===== src/rtl/imm_extend_pipe.sv =====
// Immediate-extension unit for the MIPS decode stage: extends an IN_W-bit immediate
// (zero / sign / upper / branch) and queues the result with its tag in a DEPTH-entry FIFO.

module imm_ext #(
    parameter int IN_W  = 16,
    parameter int OUT_W = 32
) (
    input  logic [IN_W-1:0]  imm_i,
    input  logic [1:0]       mode_i,
    output logic [OUT_W-1:0] ext_o
);
    logic [OUT_W-1:0] zext, sext;

    assign zext = {{(OUT_W-IN_W){1'b0}}, imm_i};
    assign sext = {{(OUT_W-IN_W){imm_i[IN_W-1]}}, imm_i};

    always_comb begin
        ext_o = zext;
        case (mode_i)
            2'b00: ext_o = zext;
            2'b01: ext_o = sext;
            2'b10: ext_o = {imm_i, {(OUT_W-IN_W){1'b0}}};
            2'b11: ext_o = sext << 2;
            default: ext_o = zext;
        endcase
    end
endmodule

module imm_extend_pipe #(
    parameter int IN_W  = 16,
    parameter int OUT_W = 32,
    parameter int DEPTH = 2,
    parameter int TAG_W = 5,
    parameter int CNT_W = 16,
    localparam int PW   = $clog2(DEPTH),
    localparam int LW   = $clog2(DEPTH) + 1
) (
    input  logic             clk,
    input  logic             rst,
    input  logic             flush,
    input  logic             in_valid,
    output logic             in_ready,
    input  logic [IN_W-1:0]  in_imm,
    input  logic [1:0]       in_mode,
    input  logic [TAG_W-1:0] in_tag,
    output logic             out_valid,
    input  logic             out_ready,
    output logic [OUT_W-1:0] out_data,
    output logic [TAG_W-1:0] out_tag,
    output logic [LW-1:0]    level,
    output logic [CNT_W-1:0] accepted
);
    typedef struct packed {
        logic [OUT_W-1:0] data;
        logic [TAG_W-1:0] tag;
    } entry_t;

    entry_t           mem_q [DEPTH];
    logic [PW-1:0]    rd_ptr_q, rd_ptr_d, wr_ptr_q, wr_ptr_d;
    logic [LW-1:0]    level_q, level_d;
    logic [CNT_W-1:0] acc_q, acc_d;
    logic [OUT_W-1:0] ext;
    logic             push, pop;
    entry_t           head;

    imm_ext #(.IN_W(IN_W), .OUT_W(OUT_W)) u_ext (
        .imm_i  (in_imm),
        .mode_i (in_mode),
        .ext_o  (ext)
    );

    // Handshake flags come only from registered occupancy, so no out_ready->in_ready path.
    assign in_ready  = (level_q != LW'(DEPTH));
    assign out_valid = (level_q != '0);
    assign push      = in_valid & in_ready;
    assign pop       = out_valid & out_ready;

    assign head      = mem_q[rd_ptr_q];
    assign out_data  = out_valid ? head.data : '0;
    assign out_tag   = out_valid ? head.tag  : '0;
    assign level     = level_q;
    assign accepted  = acc_q;

    always_comb begin
        rd_ptr_d = rd_ptr_q;
        wr_ptr_d = wr_ptr_q;
        level_d  = level_q;
        acc_d    = acc_q;
        if (flush) begin
            rd_ptr_d = '0;
            wr_ptr_d = '0;
            level_d  = '0;
        end else begin
            if (push) begin
                wr_ptr_d = wr_ptr_q + PW'(1);
                acc_d    = acc_q + CNT_W'(1);
            end
            if (pop)
                rd_ptr_d = rd_ptr_q + PW'(1);
            case ({push, pop})
                2'b10:   level_d = level_q + LW'(1);
                2'b01:   level_d = level_q - LW'(1);
                default: level_d = level_q;
            endcase
        end
    end

    always_ff @(posedge clk or posedge rst) begin
        if (rst) begin
            rd_ptr_q <= '0;
            wr_ptr_q <= '0;
            level_q  <= '0;
            acc_q    <= '0;
        end else begin
            rd_ptr_q <= rd_ptr_d;
            wr_ptr_q <= wr_ptr_d;
            level_q  <= level_d;
            acc_q    <= acc_d;
        end
    end

    // Storage needs no reset: empty slots are masked at the output.
    always_ff @(posedge clk) begin
        if (!flush && push)
            mem_q[wr_ptr_q] <= '{data: ext, tag: in_tag};
    end
endmodule

===== config.mk =====
export PLATFORM = sky130hd
export DESIGN_NAME = imm_extend_pipe
export DESIGN_NICKNAME = d
export VERILOG_FILES = /design/src/rtl/imm_extend_pipe.sv
export SDC_FILE = /design/constraint.sdc
export NUM_CORES = 1
export LEC_CHECK = 0
export CAP_MARGIN = 25
export CORE_MARGIN = 2
export CORE_UTILIZATION = 55
export CTS_BUF_LIST = sky130_fd_sc_hd__clkbuf_8
export CTS_CLUSTER_SIZE = 24
export DETAILED_ROUTE_END_ITERATION = 10
export PLACE_DENSITY = 0.9
export REMOVE_ABC_BUFFERS = 1
export SLEW_MARGIN = 25
export SYNTH_ARGS = -nofsm -noshare
export SYNTH_HDL_FRONTEND = slang
export SYNTH_SLANG_ARGS = --single-unit

===== constraint.sdc =====
create_clock -name clk -period 7.35 [get_ports clk]
set_input_delay 0.735 -clock clk [delete_from_list [all_inputs] [get_ports clk]]
set_output_delay 0.735 -clock clk [all_outputs]
set_load 0.02 [all_outputs]

Yosys cells after proc, flatten, opt, wreduce, memory -nomap -nowiden
Memories as Yosys holds them, arrays and structs flattened.
Cells that the tools add are included.
{"block": "op_classes", "add_sub_neg": 5, "mul": 0, "n_div": 0, "n_lt_le_gt_ge": 0, "eq_ne": 6, "shifts": 0, "muxes": 11, "n_bitwise": 3, "reduce_logical": 8}
{"cell": "$pmux 32 s4", "count": 1}
{"cell": "$mux 32", "count": 1}
{"cell": "$add 16x1->16 const B", "count": 1}
{"cell": "$eq 2x2->1 const B", "count": 3}
{"cell": "$mux 1", "count": 6}
{"cell": "$reduce_bool 2->1", "count": 3}
{"cell": "$mux 5", "count": 1}
{"cell": "$eq 2x1->1 const B", "count": 2}
{"cell": "$pmux 2 s2", "count": 1}
{"cell": "$reduce_bool 3->1", "count": 1}
{"cell": "$add 1x1->1 const B", "count": 2}
{"cell": "$add 2x1->2 const B", "count": 1}
{"cell": "$and 1x1->1", "count": 2}
{"cell": "$logic_not 2->1", "count": 1}
{"cell": "$mux 2", "count": 1}
{"cell": "$ne 2x2->1 const B", "count": 1}
{"cell": "$reduce_and 2->1", "count": 1}
{"cell": "$sub 2x1->2 const B", "count": 1}
{"cell": "$logic_and 1x1->1", "count": 1}
{"cell": "$logic_not 1->1", "count": 1}
{"cell": "$not 1->1", "count": 1}
{"block": "word_totals", "regBits": 20, "latchBits": 0, "mem_bits_rw": 74, "romBits": 0, "output_inout_bits": 57, "word_cells": 38, "mem_count": 1}
{"name": "mem_q", "words": 2, "word_bits": 37, "read_ports": 1, "rd_clocked_by_memory_dff": 0, "wr": 1, "line": "58", "source": "entry_t mem_q [DEPTH];"}

Logic depth before layout (Yosys ltp)
{"block": "depth", "depth_word": 5, "ltp_mapped": 5, "mapped_depth_nobuf": 5}

Cells and area by module
Synthesis repeated with hierarchy kept, for this count alone.
{"block": "unflattened", "cells_unflattened": 288, "area_unflattened_um2": 4111.4}
{"mod": "imm_extend_pipe", "instances": 1, "cells_per_inst": 246, "area_per_inst_um2": 3746.1, "seq_area_each_um2": 2722.6}
{"mod": "imm_ext", "instances": 1, "cells_per_inst": 42, "area_per_inst_um2": 365.4, "seq_area_each_um2": 0.0}

Worst setup path before layout
Ideal clock, no wire load.
{"block": "synth_timing", "kind": "input to register", "from": "input flush", "to": "memory mem_q[0][0] (netlist name) (enable)", "arrival_time_ps": 2718, "required_time_ps": 6919, "path_slack_ps": 4200, "cell_stages": 3, "cell_sequence": "nand2b_2 > nand2b_1 > nor2_1"}
{"block": "synth_between", "elab_chain_len": 4}
{"item": "from (decl)", "line": "40", "source": "input logic flush,"}
{"item": "$logic_not 1->1", "line": "124", "source": "if (!flush && push)"}
{"item": "$logic_and 1x1->1", "line": "124"}
{"item": "$mux 1", "line": "124"}
{"item": "$mux 1 (not written as such)", "line": "125", "source": "mem_q[wr_ptr_q] <= '{data: ext, tag: in_tag};"}
{"item": "to (decl)", "line": "58"}
Every way passes these cells.

Worst setup path in the final report
{"block": "layout_timing", "from": "register rd_ptr_q", "to": "output out_data[23]"}
{"block": "layout_between", "elab_chain_len": 2}
{"item": "from (decl)", "line": "59", "source": "logic [PW-1:0] rd_ptr_q, rd_ptr_d, wr_ptr_q, wr_ptr_d;"}
{"item": "from (signal assigned)", "line": "115", "source": "rd_ptr_q <= rd_ptr_d;"}
{"item": "$mem_v2 2x37"}
{"item": "$mux 32", "line": "79", "source": "assign out_data = out_valid ? head.data : '0;"}
{"item": "to (decl)", "line": "48", "source": "output logic [OUT_W-1:0] out_data,"}
Every way passes these cells.

==> summary.txt <==
Place
  • Half-perimeter wire length of the detailed placement result: ~5600 um
  • Worst slack at placement: ~4.3 ns
  • Buffers added on ports: 84
  • RD Place Congestion: ~0.85
  • DP Cell Count: between 400 and 500

Drt
  • Initial DRC count: around 150
  • Number of iterations in the first detailed-routing pass: 4
  • Total routed wirelength: 8500 um
  • Post-route DRC: 0
  • Routed via count: 2694
  • Post-detailed-route wirelength per cell: between 15 and 20 um
  • Post-route antenna net violation count: 0
  • Post-DR vias/cell: 5.35

Synth
  • Post-synthesis average cell area: between 10 and 15 um2
  • Cells after synthesis: around 320
  • Top cell type by total area after synthesis: sky130_fd_sc_hd__edfxtp_1
  • Seq/Total Area, Yosys: between 60 and 70%
  • Yosys warning total: 0
  • Most frequent cells after synthesis: sky130_fd_sc_hd__edfxtp_1, sky130_fd_sc_hd__nor2_1, sky130_fd_sc_hd__mux2i_1
  • Synthesized area: just over 4000 um2
  • Most common cell in the netlist: sky130_fd_sc_hd__edfxtp_1
  • Number of distinct library cells after synthesis: 33
  • Asr flop ratio synth: roughly a fifth
  • Total of flip-flops plus latches after synthesis: 94
  • Count of flip-flops with a built-in enable after synthesis: between 70 and 80
  • Post-synth top flop: sky130_fd_sc_hd__edfxtp_1
  • Share of Yosys cell area claimed by the top area cell type: between 50% and 60%
  • Ranking of synthesized cells by area: sky130_fd_sc_hd__edfxtp_1, sky130_fd_sc_hd__dfrtp_1, sky130_fd_sc_hd__mux2i_1, sky130_fd_sc_hd__nor2_1, sky130_fd_sc_hd__a21o_1

Timing
  • Hold violation total from the final report: 0
  • Max transition margin: between 30% and 40%
  • Post-layout min period: 2.93 ns
  • Slew at the pin closest to its max-slew limit: between 0.9 and 1 ns
  • Least setup slack across all paths after layout: ~4.4 ns
  • Hold Slack: 0.512 ns
  • Final setup violating endpoints: 0
  • Setup repair after global routing missed its margin: false
  • Skew final: 0.00652 ns
  • Max-slew violation count: 0
  • Total negative slack for setup checks: 0 ns
  • Max Fclk: about 0.34 GHz
  • Fraction of the cycle the final worst path needs: 39.8%

Outcome
  • Status: finished clean

Worst setup path
  • Crit-path max FO: 38
  • Worst Setup End Kind: primary output
  • Crit. Startpoint: rd_ptr_q
  • Critical-path top delay cell: sky130_fd_sc_hd__dfrtp_4
  • Reg-to-reg critical path startpoint: level[1]
  • CP Launch Type: register
  • Arrival time at the worst endpoint: roughly 2.2 ns
  • Reg-to-reg slack, setup: 5.28 ns
  • Cell depth of the worst flop-to-flop path: 3
  • Path type of the worst setup path: register to primary output
  • Reg2reg end: mem_q[1][12]
  • Crit path cell chain: mux2i_1 > nor2_1 > clkdlybuf4s50_1
  • Required time of the critical path: about 6.6 ns
  • Slowest Stage Delay on Critical Path: between 0.8 and 0.9 ns

Global routing
  • Largest net degree at the start of global routing: 39
  • Total congestion overflow: 0
  • Initial antenna violation count: 0
  • Wire length of the first global-routing pass: about 14000 um
  • Number of global-route vias before repair: approximately 2800
  • Total global-route track usage: a little over a fifth

Min path
  • Class of the tightest hold or removal check: register to register
  • Startpoint of the tightest hold check path: accepted[13]
  • Worst Hold Path Cells: 1
  • Terminating pin of the worst hold path: accepted[13]

Clock network
  • Maximum count of clock buffers along a single path: 2
  • Clock insertion delay at the later pin of the skew report: ~0.34 ns
  • Sinks on the clock net: 94
  • Number of buffers created by CTS: 9
  • CTS tree: done
  • Reg clk slew, reported paths: 0.09 ns
  • Number of levels in the clock H-tree: 3
  • Clock root buffer: sky130_fd_sc_hd__clkbuf_8
  • # resized after CTS: 0
  • Count of buffers added by post-CTS timing repair for setup: 0
  • Post-cts hold buffer count: 0

Power
  • Net switching power: 0.324 mW
  • Worst IR drop on VDD: roughly 0.00012 V
  • Clk network pwr share: between 20% and 30%
  • Power per unit of standard cell area: 228 nW/um2
  • Fraction of power spent switching nets: about 27%
  • Reg power frac: a little over half
  • Cell-internal power: 0.867 mW
  • Static Leak: between 1.5 and 2 nW
  • Gate power share: approximately a fifth

Floorplan
  • Horizontal die dimension: roughly 90 um
  • Standard cell core area: 7210 um2
  • Die extent in y: roughly 90 um
  • Placement Rows: 31
  • Effective utilization at floorplan: about 57%
  • Area of the die: roughly 8000 um2
  • Number of top-level design ports: 85

Final layout
  • Area overhead of the layout relative to synthesis: 27.8%
  • Number of diodes: 0
  • Post-layout net count: ~430
  • Cell Count, Final, Fillers Out: between 500 and 600
  • Share of cells above drive strength 1: 6.17%

Job
  • Max Cap Violations: 0
[worst max-delay path by stage]
stage	endpoint	slack, ns	depth (start not counted)
after global routing	out_data[23]	4.32	3
after CTS	out_data[23]	4.10	3
after global placement	mem_q[0][26]	4.40	3
final	out_data[23]	4.42	3
after detailed placement	mem_q[0][35]	4.33	3
after floorplan	mem_q[0][0]	4.20	3
[sequential cells by signal (all words and copies together), names as in the netlist]
signal	count
mem_q	74
wr_ptr_q	1
accepted	16
level	2
rd_ptr_q	1
[stage by stage]
stage	total power [mW]	util [%]	cell area, um2
2_1_floorplan	0.783	-	4020
3_3_place_gp	0.892	69.4	5010
3_5_place_dp	0.901	69.4	5010
4_1_cts	1.19	71.8	5180
5_1_grt	1.24	72.3	5210
6_report	1.19	72.3	5210
[power by group through the flow]
stage	clock network (mW)	registers [mW]	logic (mW)
floorplan	0	0.676	0.106
global placement	0	0.662	0.231
detailed placement	0	0.664	0.238
CTS	0.302	0.652	0.239
global route	0.323	0.657	0.256
finish	0.300	0.652	0.239
[per-layer routing]
metal | part of all wire [%] | track usage, % | vias up
li1 | - | - | 1275
met1 | 43 | 28.1 | 1312
met2 | 51 | 36.4 | 88
met3 | 4.2 | 3.10 | 19
met4 | 2.3 | 9.49 | 0
met5 | 0 | 0 | -
[cell families after synthesis]
family / count (synthesis) / synth area share [%]
adders and majority gates: 1 / 0.307
xor gates and xnor gates: 17 / 3.65
AOI/OAI and AO/OA: 32 / 4.88
and+or+nand+nor: 102 / 11.7
buffers and inverters: 31 / 2.94
DFF: 94 / 66.7
muxes: 40 / 9.84
[cells in the final DEF (no fill, tap or decap), types with 3 or more instances in the layout]
master,instances
sky130_fd_sc_hd__clkdlybuf4s50_1,84
sky130_fd_sc_hd__edfxtp_1,74
sky130_fd_sc_hd__nor2_1,49
sky130_fd_sc_hd__mux2i_1,39
sky130_fd_sc_hd__nand2_1,23
sky130_fd_sc_hd__inv_1,21
sky130_fd_sc_hd__dfrtp_1,19
sky130_fd_sc_hd__a21o_1,14
sky130_fd_sc_hd__o21ai_0,14
sky130_fd_sc_hd__clkbuf_8,11
sky130_fd_sc_hd__xnor2_1,9
sky130_fd_sc_hd__xor2_1,8
sky130_fd_sc_hd__nand3_1,4
sky130_fd_sc_hd__nand4_1,3
sky130_fd_sc_hd__and3_1,3
sky130_fd_sc_hd__nor2b_1,3
[worst max-delay path: cells and delay by family, from the launching register on]
family                 cells  cell delay [ns]
DFF                        1             0.86
muxes                      1             0.22
and+or+nand+nor            1             0.15
buffers and inverters      1             0.62
[layout make-up]
type	instances	area, um2
fillers	482	2000
clock inverters	5	20.0
multi-input cells	192	1250
inverters	17	63.8
repair buffers	86	876
flip-flops and latches	94	2730
clock buffers	11	151
well taps	99	124
Note: power is estimated with default switching activity, not from simulation.
